<file path="src/rtl/uart_rx_cfg_if.sv">
// Serial-line receive bundle for uart_rx_cfg.
// master drives the line, slave returns the decoded frame.
interface uart_rx_cfg_if #(
  parameter int DATA_BITS = 8
) ();
  logic                 rs232_rx;
  logic [DATA_BITS-1:0] rx_data;
  logic                 po_flag;
  logic                 parity_err;
  logic                 frame_err;
  logic                 rx_busy;

  modport master (
    output rs232_rx,
    input  rx_data,
    input  po_flag,
    input  parity_err,
    input  frame_err,
    input  rx_busy
  );

  modport slave (
    input  rs232_rx,
    output rx_data,
    output po_flag,
    output parity_err,
    output frame_err,
    output rx_busy
  );
endinterface

</file>
<file path="src/rtl/uart_rx_cfg.sv">
// Configurable UART receiver with 3-sample majority voting,
// optional parity and 1 or 2 checked stop bits.
module uart_rx_cfg #(
  parameter int BAUD_END   = 5208,
  parameter int BAUD_M     = BAUD_END/2-1,
  parameter int DATA_BITS  = 8,
  parameter bit PARITY_EN  = 1'b0,
  parameter bit PARITY_ODD = 1'b0,
  parameter int STOP_BITS  = 1
) (
  input  logic          clk,
  input  logic          rst,
  uart_rx_cfg_if.slave  bus
);

  localparam int CW = $clog2(BAUD_END);
  localparam logic [CW-1:0] C_END = CW'(BAUD_END-1);
  localparam logic [CW-1:0] C_S0  = CW'(BAUD_M-1);
  localparam logic [CW-1:0] C_S1  = CW'(BAUD_M);
  localparam logic [CW-1:0] C_DEC = CW'(BAUD_M+1);
  localparam logic [3:0]    C_DB  = 4'(DATA_BITS-1);
  localparam logic [3:0]    C_SB  = 4'(STOP_BITS-1);

  typedef enum logic [2:0] {
    S_IDLE,
    S_START,
    S_DATA,
    S_PARITY,
    S_STOP
  } state_e;

  logic                 sync1_q;
  logic                 sync2_q;
  logic                 dly_q;
  state_e               state_q;
  logic [CW-1:0]        cnt0_q;
  logic [3:0]           cnt1_q;
  logic [1:0]           vote_q;
  logic [DATA_BITS-1:0] shift_q;
  logic [DATA_BITS-1:0] data_q;
  logic                 par_q;
  logic                 pacc_q;
  logic                 facc_q;
  logic                 po_q;
  logic                 perr_q;
  logic                 ferr_q;

  logic start_edge_d;
  logic bit_d;
  logic wrap_d;
  logic decide_d;

  assign start_edge_d = ~sync2_q & dly_q;
  assign bit_d  = (vote_q[0] & vote_q[1])
                | (vote_q[0] & sync2_q)
                | (vote_q[1] & sync2_q);
  assign wrap_d   = (cnt0_q == C_END);
  assign decide_d = (cnt0_q == C_DEC);

  // Reset to idle-high so releasing reset never looks like a start bit.
  always_ff @(posedge clk) begin
    if (rst) begin
      sync1_q <= 1'b1;
      sync2_q <= 1'b1;
      dly_q   <= 1'b1;
    end else begin
      sync1_q <= bus.rs232_rx;
      sync2_q <= sync1_q;
      dly_q   <= sync2_q;
    end
  end

  always_ff @(posedge clk) begin
    if (rst) begin
      state_q <= S_IDLE;
      cnt0_q  <= '0;
      cnt1_q  <= '0;
      vote_q  <= '1;
      shift_q <= '0;
      data_q  <= '0;
      par_q   <= 1'b0;
      pacc_q  <= 1'b0;
      facc_q  <= 1'b0;
      po_q    <= 1'b0;
      perr_q  <= 1'b0;
      ferr_q  <= 1'b0;
    end else begin
      po_q <= 1'b0;
      if (state_q != S_IDLE)
        cnt0_q <= wrap_d ? '0 : cnt0_q + 1'b1;
      if (cnt0_q == C_S0) vote_q[0] <= sync2_q;
      if (cnt0_q == C_S1) vote_q[1] <= sync2_q;
      unique case (state_q)
        S_IDLE: begin
          if (start_edge_d) begin
            state_q <= S_START;
            cnt0_q  <= '0;
            cnt1_q  <= '0;
            par_q   <= 1'b0;
            pacc_q  <= 1'b0;
            facc_q  <= 1'b0;
          end
        end
        S_START: begin
          if (decide_d && bit_d) begin
            state_q <= S_IDLE;
            cnt0_q  <= '0;
          end else if (wrap_d) begin
            state_q <= S_DATA;
          end
        end
        S_DATA: begin
          if (decide_d) begin
            shift_q <= {bit_d, shift_q[DATA_BITS-1:1]};
            par_q   <= par_q ^ bit_d;
          end
          if (wrap_d) begin
            if (cnt1_q == C_DB) begin
              cnt1_q  <= '0;
              state_q <= PARITY_EN ? S_PARITY : S_STOP;
            end else begin
              cnt1_q <= cnt1_q + 1'b1;
            end
          end
        end
        S_PARITY: begin
          if (decide_d)
            pacc_q <= ((par_q ^ bit_d) != PARITY_ODD);
          if (wrap_d)
            state_q <= S_STOP;
        end
        S_STOP: begin
          // Leave mid-bit: the second half of the stop bit is resync margin.
          if (decide_d) begin
            if (cnt1_q == C_SB) begin
              state_q <= S_IDLE;
              cnt0_q  <= '0;
              cnt1_q  <= '0;
              po_q    <= 1'b1;
              data_q  <= shift_q;
              perr_q  <= PARITY_EN & pacc_q;
              ferr_q  <= facc_q | ~bit_d;
            end else begin
              facc_q <= facc_q | ~bit_d;
            end
          end else if (wrap_d) begin
            cnt1_q <= cnt1_q + 1'b1;
          end
        end
        default: state_q <= S_IDLE;
      endcase
    end
  end

  assign bus.rx_data    = data_q;
  assign bus.po_flag    = po_q;
  assign bus.parity_err = perr_q;
  assign bus.frame_err  = ferr_q;
  assign bus.rx_busy    = (state_q != S_IDLE);

endmodule

</file>
<file path="src/flat_wrapper.sv">
// flat-port wrapper written by rule: the top's interface ports become plain ports
module uart_rx_cfg_flat 
#(
  parameter int BAUD_END   = 5208,
  parameter int BAUD_M     = BAUD_END/2-1,
  parameter int DATA_BITS  = 8,
  parameter bit PARITY_EN  = 1'b0,
  parameter bit PARITY_ODD = 1'b0,
  parameter int STOP_BITS  = 1
)
  (clk, rst, bus_rs232_rx, bus_rx_data, bus_po_flag, bus_parity_err, bus_frame_err, bus_rx_busy);
  uart_rx_cfg_if #(.DATA_BITS(DATA_BITS)) bus_i ();
  input  logic clk;
  input  logic rst;
  input wire logic [$bits(bus_i.rs232_rx)-1:0] bus_rs232_rx;
  output wire logic [$bits(bus_i.rx_data)-1:0] bus_rx_data;
  output wire logic [$bits(bus_i.po_flag)-1:0] bus_po_flag;
  output wire logic [$bits(bus_i.parity_err)-1:0] bus_parity_err;
  output wire logic [$bits(bus_i.frame_err)-1:0] bus_frame_err;
  output wire logic [$bits(bus_i.rx_busy)-1:0] bus_rx_busy;
  assign bus_i.rs232_rx = bus_rs232_rx;
  assign bus_rx_data = bus_i.rx_data;
  assign bus_po_flag = bus_i.po_flag;
  assign bus_parity_err = bus_i.parity_err;
  assign bus_frame_err = bus_i.frame_err;
  assign bus_rx_busy = bus_i.rx_busy;
  uart_rx_cfg #(.BAUD_END(BAUD_END), .BAUD_M(BAUD_M), .DATA_BITS(DATA_BITS), .PARITY_EN(PARITY_EN), .PARITY_ODD(PARITY_ODD), .STOP_BITS(STOP_BITS)) u_core (.clk(clk), .rst(rst), .bus(bus_i));
endmodule
</file>
<file path="config.mk">
export PLATFORM = sky130hd
export DESIGN_NAME = uart_rx_cfg_flat
export DESIGN_NICKNAME = d
export VERILOG_FILES = /design/src/rtl/uart_rx_cfg_if.sv /design/src/rtl/uart_rx_cfg.sv /design/src/flat_wrapper.sv
export SDC_FILE = /design/constraint.sdc
export NUM_CORES = 1
export LEC_CHECK = 0
export BUFFER_PORTS_ARGS = -buffer_cell sky130_fd_sc_hd__buf_4
export CORE_ASPECT_RATIO = 1.4
export CORE_MARGIN = 5
export CORE_UTILIZATION = 40
export CTS_CLUSTER_DIAMETER = 80
export DETAILED_ROUTE_END_ITERATION = 10
export GPL_ROUTABILITY_DRIVEN = 0
export SETUP_SLACK_MARGIN = 0.02
export SLEW_MARGIN = 10
export SYNTH_ARGS = -nofsm -noshare
export SYNTH_HDL_FRONTEND = slang
export SYNTH_SLANG_ARGS = --single-unit
</file>
<file path="constraint.sdc">
create_clock -name clk -period 2.05 [get_ports clk]
set_clock_uncertainty 0.1 [all_clocks]
set_input_delay 0.205 -clock clk [delete_from_list [all_inputs] [get_ports clk]]
set_output_delay 0.205 -clock clk [all_outputs]
set_load 0.01 [all_outputs]
</file>
==> flow_metrics.env, run 1 <==
export IMPL_crit_slowest_cell="or4_4"
export IMPL_drt_iter0_drc=47
export IMPL_synthMuxAreaShare_pct=8.69
export IMPL_grt_first_pass_wirelength_um=7780
export IMPL_syn_area_um2=2090
export IMPL_core_area_um2=5120
export IMPL_placed_area_um2=2540
export IMPL_htreeDepth=2
export IMPL_die_area_um2=6790
export IMPL_synth_fa_ha_area_share_pct=3.48
export IMPL_areaGrowthSynthToFinish_pct=35.4
export IMPL_die_w_um=71.1
export IMPL_synth_seq_area_share_pct=42.2
export IMPL_avgSynthCellArea_um2=9.24
export IMPL_wire_per_inst_um=13.2
export IMPL_crit_chain="nand4bb_1 -> or4_4 -> o211a_4 -> or4b_1 -> a21oi_1"
export IMPL_r2r_start="u_core.cnt0_q[6]$_SDFF_PP0_"
export IMPL_worstPathArrival_ns=2.31
export IMPL_async_reset_ff_share_pct=0
export IMPL_synth_top_family_by_area="simple AND/OR/NAND/NOR gates"
export IMPL_min_path_type="primary input to flip-flop"
export IMPL_leakage_uw=0.00119
export IMPL_clock_latency_ns=0.30
export IMPL_start_util_pct=40.8
export IMPL_worstHoldStart="rst"
export IMPL_antenna_found_initial=0
export IMPL_rsz0062_at_grt="true"
export IMPL_design_area_um2=2830
export IMPL_critPathMaxStageDelay_ns=0.54
export IMPL_synth_compound_area_share_pct=13.1
export IMPL_mostFrequentLayoutCells="buf_4, dfxtp_1, nor2_1, mux2i_1, xor2_1"
export IMPL_via_count=1789
export IMPL_synth_edf_count=0
export IMPL_detailed_place_hpwl_um=3360
export IMPL_synth_xor_xnor_area_share_pct=4.61
export IMPL_yosys_area_top_type="dfxtp_1"
export IMPL_io_buffer_count=13
export IMPL_synth_cell_types=54
export IMPL_clk_pin_slew_worst_paths_ns=0.10
export IMPL_final_hold_violation_count=0
export IMPL_cts_buffer_depth=2
export IMPL_synth_seq_cells=44
export IMPL_critical_path_class="flip-flop to flip-flop"
export IMPL_min_period_over_period_pct=106
export IMPL_io_pins=15
export IMPL_cts_made_buffers=5
export IMPL_routed_wl_um=4620
export IMPL_final_common_cell="buf_4"
export IMPL_grt_max_degree=37
export IMPL_drt_pass1_iterations=4
export IMPL_antenna_cells=0
export IMPL_max_freq_mhz=459
export IMPL_final_cells=349
export IMPL_violations="setup timing"
export IMPL_synth_simple_area_share_pct=23.8
export IMPL_die_y_um=95.5
export IMPL_p_per_area_nw_per_um2=577
export IMPL_ys_flop_type="dfxtp_1"
export IMPL_syn_instance_count=226
export IMPL_clock_sinks=44
export IMPL_setup_tns_ns=-0.231
export IMPL_whs_endpoint="u_core.shift_q[3]$_SDFFE_PP0P_"
export IMPL_grt_overflow=0
export IMPL_drc_errors=0
export IMPL_peakVddDrop_uv=469
export IMPL_synth_nets=234
export IMPL_ant_nets=0
export IMPL_grt_pass1_vias=1755
export IMPL_fin_ws_ns=-0.128
export IMPL_whs_path_depth=2
export IMPL_yosysWarnings=0
export IMPL_period_needed_ns=2.18
export IMPL_r2r_slack_ns=-0.13
export IMPL_grtUsageTotal_pct=14.4
export IMPL_start_kind="flip-flop"
export IMPL_root_buffer="clkbuf_8"
export IMPL_finalSetupViolCount=2
export IMPL_n_fill_cell=477
export IMPL_cts_tree="built"
export IMPL_required_ns=2.18
export IMPL_maxCapViolCount=0
export IMPL_nNetsFinal=290
export IMPL_power_uw=1630
export IMPL_yosysTopAreaCellShare_pct=42.2
export IMPL_row_count=31
export IMPL_crit_fanout=5
export IMPL_drive_above_1_share_pct=36.0
export IMPL_dp_cells=334
export IMPL_finalMaxSlewViolations=0
export IMPL_synth_area_top_cells="dfxtp_1, mux2i_1, nor2_1"
export IMPL_regToRegEndpoint="u_core.cnt1_q[1]$_SDFFE_PP0P_"
export IMPL_status="complete, but fails checks"
export IMPL_ff2ff_path_depth=5
export IMPL_post_drt_via_cell_ratio=5.13
export IMPL_setup_worst_path_end_class="flip-flop"
[cell usage after synthesis (2+ instances only)]
| library cell | count |
|---|---|
| inv_1 | 8 |
| nor3b_1 | 2 |
| nand3b_1 | 2 |
| or2_2 | 3 |
| o21ai_0 | 7 |
| or3_1 | 2 |
| nor4_1 | 3 |
| nand3_1 | 10 |
| and3_1 | 3 |
| nand4_1 | 3 |
| ha_1 | 5 |
| a21boi_0 | 2 |
| o311a_1 | 2 |
| clkbuf_1 | 11 |
| mux2i_1 | 17 |
| a311o_1 | 2 |
| o32ai_1 | 2 |
| a211oi_1 | 2 |
| o21a_1 | 2 |
| dfxtp_1 | 44 |
| nor2b_1 | 3 |
| nor2_1 | 31 |
| nor3_1 | 5 |
| a21oi_1 | 5 |
| xor2_1 | 11 |
| nand2b_1 | 2 |
| nand2_1 | 8 |
| a21o_1 | 3 |
[metal layers]
| layer | vias to the layer above | global-route usage (%) | wire (um) |
|---|---|---|---|
| met5 | - | 0 | 0 |
| li1 | 908 | - | - |
| met1 | 853 | 15.7 | 1900 |
| met2 | 20 | 26.6 | 2520 |
| met3 | 8 | 3.06 | 109 |
| met4 | 0 | 6.27 | 93 |
[per-stage QoR]
stage                     worst slack (ns)  utilization, %  hold slack (ns)
after floorplan                    -0.0771               -            0.209
after global placement             -0.0963            49.7            0.290
after detailed placement            -0.129            49.7            0.293
after CTS                           -0.117            52.3            0.181
after global routing                -0.143            55.2            0.190
final                               -0.128            55.2            0.177
[power breakdown]
group	leakage (uW)	internal, uW	switching, uW
Clock	0.0000491	251	332
Combinational	0.000785	90.1	87.0
Sequential	0.000357	864	7.77
Total	0.00119	1200	426
[logic make-up (layout without fill, tap and decap cells)]
kind of cell | count (synthesis) | after routing
xor gates and xnor gates | 11 | 11
other | 1 | 1
adders and majority gates | 6 | 6
and+or+nand+nor | 89 | 89
buffers and inverters | 21 | 78
DFF | 44 | 44
muxes | 18 | 18
AOI/OAI and AO/OA | 36 | 36
[state kept, by name (all words and copies together), names as in the netlist]
signal	count
u_core.cnt0_q	13
u_core.bus.rx_data	8
u_core.shift_q	8
u_core.cnt1_q	4
u_core.state_q	3
u_core.vote_q	2
u_core.bus.frame_err	1
u_core.bus.po_flag	1
u_core.dly_q	1
u_core.facc_q	1
u_core.sync1_q	1
u_core.sync2_q	1
[how the worst max path moves through the flow]
stage	startpoint	to	slack (ns)	depth (start not counted)
floorplan	u_core.cnt0_q[12]$_SDFF_PP0_	u_core.cnt1_q[1]$_SDFFE_PP0P_	-0.08	5
detailed placement	u_core.cnt1_q[0]$_SDFFE_PP0P_	u_core.cnt1_q[1]$_SDFFE_PP0P_	-0.13	7
CTS	u_core.cnt0_q[1]$_SDFF_PP0_	u_core.cnt1_q[1]$_SDFFE_PP0P_	-0.12	7
finish	u_core.cnt0_q[6]$_SDFF_PP0_	u_core.cnt1_q[1]$_SDFFE_PP0P_	-0.13	5
global placement	u_core.cnt1_q[0]$_SDFFE_PP0P_	u_core.cnt1_q[1]$_SDFFE_PP0P_	-0.1	7
global route	u_core.cnt0_q[6]$_SDFF_PP0_	u_core.cnt1_q[0]$_SDFFE_PP0P_	-0.14	5
[what timing repair did]
item,in CTS,in global routing
hold buffers,1,0
hold endpoints to repair,1,0
endpoints found under the setup margin,25,28
pin swaps,1,7
resized for setup,5,27
setup buffers,2,4
[layout make-up]
class,count,area (um2),share of cell area [%]
multi-input cells,161,1250,44.1
flip-flops and latches,44,886,31.3
repair buffers,62,488,17.3
well taps,66,82.6,2.92
clock buffers,5,68.8,2.43
inverters,8,30.0,1.06
clock inverters,3,26.3,0.929
[critical path: cells and delay by family (launching register included)]
| kind | cells | cell delay [ns] |
|---|---|---|
| AND/OR/NAND/NOR | 3 | 1.27 |
| AO/OA/AOI/OAI | 2 | 0.42 |
| flip-flops | 1 | 0.32 |
Note: power is estimated with default switching activity, not from simulation.
==> run 2, diff against run 1 <==
--- a/config.mk
+++ b/config.mk
@@ -5,6 +5,7 @@
 export SDC_FILE = /design/constraint.sdc
 export NUM_CORES = 1
 export LEC_CHECK = 0
+export ABC_AREA = 1
 export BUFFER_PORTS_ARGS = -buffer_cell sky130_fd_sc_hd__buf_4
 export CORE_ASPECT_RATIO = 1.4
 export CORE_MARGIN = 5
==> run 2 against run 1 <==
Compared with the run above:
- the flow now finishes without violations
- total power rose by 75%
- hold slack lost 0.15 ns
- area after synthesis grew 8.0%
- clock-buffer cell count grew 1
- highest routed layer unchanged
==> flow_metrics.env, run 2 <==
export IMPL_synth_compound_area_share_pct=11.7
export IMPL_synth_most_common_cell="nand2_1"
export IMPL_detailed_place_hpwl_um=3430
export IMPL_grt_max_degree=20
export IMPL_yosysTopAreaCellShare_pct=39.1
export IMPL_die_area_um2=7260
export IMPL_synth_nets=327
export IMPL_mostFrequentLayoutCells="nand2_1, inv_1, dfxtp_1, nor2_1, a21oi_1"
export IMPL_areaGrowthSynthToFinish_pct=14.7
export IMPL_synth_top_family_by_area="simple AND/OR/NAND/NOR gates"
export IMPL_ant_nets=0
export IMPL_use_met1_pct=15.2
export IMPL_crit_chain="inv_1 -> ha_1 -> nand3_2 -> nor2_4 -> nand2_2 -> nand2_4 -> nand3_2 -> nand2_1 -> nand2_1 -> nand2_4 -> nor2_1"
export IMPL_critPathMaxStageDelay_ns=0.33
export IMPL_grt_overflow=0
export IMPL_p_per_area_nw_per_um2=1100
export IMPL_grtUsageTotal_pct=13.9
export IMPL_post_drt_via_cell_ratio=4.66
export IMPL_wire_per_inst_um=11.1
export IMPL_yosysWarnings=0
export IMPL_cts_buffer_depth=2
export IMPL_synth_edf_count=0
export IMPL_leakage_uw=0.00110
export IMPL_die_w_um=73.5
export IMPL_drc_errors=0
export IMPL_timing_critical_path_from="u_core.cnt0_q[0]$_SDFF_PP0_"
export IMPL_start_kind="flip-flop"
export IMPL_drt_pass1_iterations=4
export IMPL_synth_area_top_cells="dfxtp_1, nand2_1, inv_1"
export IMPL_crit_slowest_cell="dfxtp_1"
export IMPL_synth_xor_xnor_area_share_pct=3.88
export IMPL_finalSetupViolCount=0
export IMPL_largest_register_ffs=13
export IMPL_regMostFlops="u_core.cnt0_q"
export IMPL_start_util_pct=41.1
export IMPL_final_hold_violation_count=0
export IMPL_busiest_layer="met2"
export IMPL_synth_cell_types=29
export IMPL_core_area_um2=5490
export IMPL_cts_made_buffers=5
export IMPL_synth_seq_cells=44
export IMPL_yosys_area_top_type="dfxtp_1"
export IMPL_io_pins=15
export IMPL_antenna_cells=0
export IMPL_final_common_cell="nand2_1"
export IMPL_required_ns=2.15
export IMPL_routed_wl_um=4560
export IMPL_clock_sinks=44
export IMPL_maxCapViolCount=0
export IMPL_clk_pin_slew_worst_paths_ns=0.09
export IMPL_root_buffer="clkbuf_8"
export IMPL_period_needed_ns=1.83
export IMPL_met2_usage_pct=24.7
export IMPL_status="finished, final reports clean"
export IMPL_syn_instance_count=319
export IMPL_r2r_start="u_core.cnt0_q[0]$_SDFF_PP0_"
export IMPL_synth_seq_area_share_pct=39.1
export IMPL_grt_pass1_vias=1858
export IMPL_io_buffer_count=13
export IMPL_peakVddDrop_uv=534
export IMPL_via_count=1906
export IMPL_avgSynthCellArea_um2=7.07
export IMPL_ys_flop_type="dfxtp_1"
export IMPL_finalMaxSlewViolations=0
export IMPL_min_path_type="primary input to flip-flop"
export IMPL_async_reset_ff_share_pct=0
export IMPL_synthMuxAreaShare_pct=0
export IMPL_htreeDepth=2
export IMPL_drive_above_1_share_pct=17.6
export IMPL_worstHoldStart="rst"
export IMPL_grt_use_met3_pct=2.86
export IMPL_crit_buf_inv=1
export IMPL_crit_family="simple AND/OR/NAND/NOR gates"
export IMPL_row_count=32
export IMPL_clock_latency_ns=0.30
export IMPL_synth_fa_ha_area_share_pct=2.77
export IMPL_min_period_over_period_pct=89.4
export IMPL_grt_first_pass_wirelength_um=8000
export IMPL_synthTopCellsByCount="nand2_1, inv_1, dfxtp_1"
export IMPL_crit_fanout=11
export IMPL_timing_hold_ws_ns=0.0254
export IMPL_synth_simple_area_share_pct=31.5
export IMPL_antenna_found_initial=0
export IMPL_setup_tns_ns=0
export IMPL_nNetsFinal=348
export IMPL_syn_area_um2=2250
export IMPL_die_y_um=98.8
export IMPL_n_fill_cell=573
export IMPL_critical_path_class="flip-flop to flip-flop"
export IMPL_rsz0062_at_grt="false"
export IMPL_setup_worst_path_end_class="flip-flop"
export IMPL_cts_tree="built"
export IMPL_worstPathArrival_ns=1.93
export IMPL_drt_iter0_drc=54
export IMPL_max_freq_mhz=545
## run 2: cell types whose count changed after synthesis, sizes merged, moves of 12 or more
cell	before	now
a21oi	5	28
o21ai	7	22
inv	8	53
nand2	8	69
mux2i	17	0
nor2	31	43
## run 2: worst paths after layout
check	endpoint	slack (ns)	cells past startpoint
worst max-delay path	u_core.cnt0_q[6]$_SDFF_PP0_	0.22	11
worst min-delay path	u_core.cnt0_q[1]$_SDFF_PP0_	0.03	2
worst max register to register	u_core.cnt0_q[6]$_SDFF_PP0_	0.22	11
worst min register to register	u_core.sync2_q$_SDFF_PP1_	0.31	1
## run 2: kinds of logic after synthesis
logic type / after synthesis
adders and majority gates: 5
other: 1
AOI/OAI and AO/OA: 52
buffers and inverters: 59
DFF: 44
and+or+nand+nor: 148
xor gates and xnor gates: 10
## run 2: metrics by stage
stage / utilization, % / setup WS (ns) / total power [uW] / cell area [um2] / cells
2_1_floorplan: - / 0.410 / 1950 / 2250 / 319
3_3_place_gp: 44.4 / 0.156 / 2140 / 2430 / 400
3_5_place_dp: 44.4 / 0.101 / 2150 / 2430 / 400
4_1_cts: 46.8 / 0.0819 / 2860 / 2570 / 409
5_1_grt: 47.1 / 0.0361 / 3100 / 2580 / 409
6_report: 47.1 / 0.217 / 2860 / 2580 / 409
## run 2: repair_timing
item	CTS	global route
hold endpoints to repair	1	0
gates resized for setup	0	3
buffers inserted	0	0
hold buffers	1	0
endpoints found under the setup margin	0	22
## run 2: power breakdown
group	switching, uW	internal [uW]
logic	740	375
registers	92.7	945
clock network	305	399
## run 2: worst register-to-register path, cell delays in order, from the launching register on
cell and delay (ns):
dfxtp_1 0.33, inv_1 0.11, ha_1 0.18, nand3_2 0.10
nor2_4 0.22, nand2_2 0.10, nand2_4 0.10, nand3_2 0.08
nand2_1 0.08, nand2_1 0.09, nand2_4 0.18, nor2_1 0.06
## run 2: final cells by class
class                      instances  area (um2)  area share [%]
tap                               68        85.1            3.29
timing repair buffer              20         153            5.91
clock inverter                     2        38.8            1.50
multi-input combinational        216        1150            44.3
inverter                          53         199            7.70
sequential                        44         881            34.1
clock buffer                       6        82.6            3.19
## run 2: layer usage
metal,wire length [um],vias to the layer above
li1,-,1039
met1,1960,838
met2,2400,21
met3,104,8
met4,90,0
met5,0,-
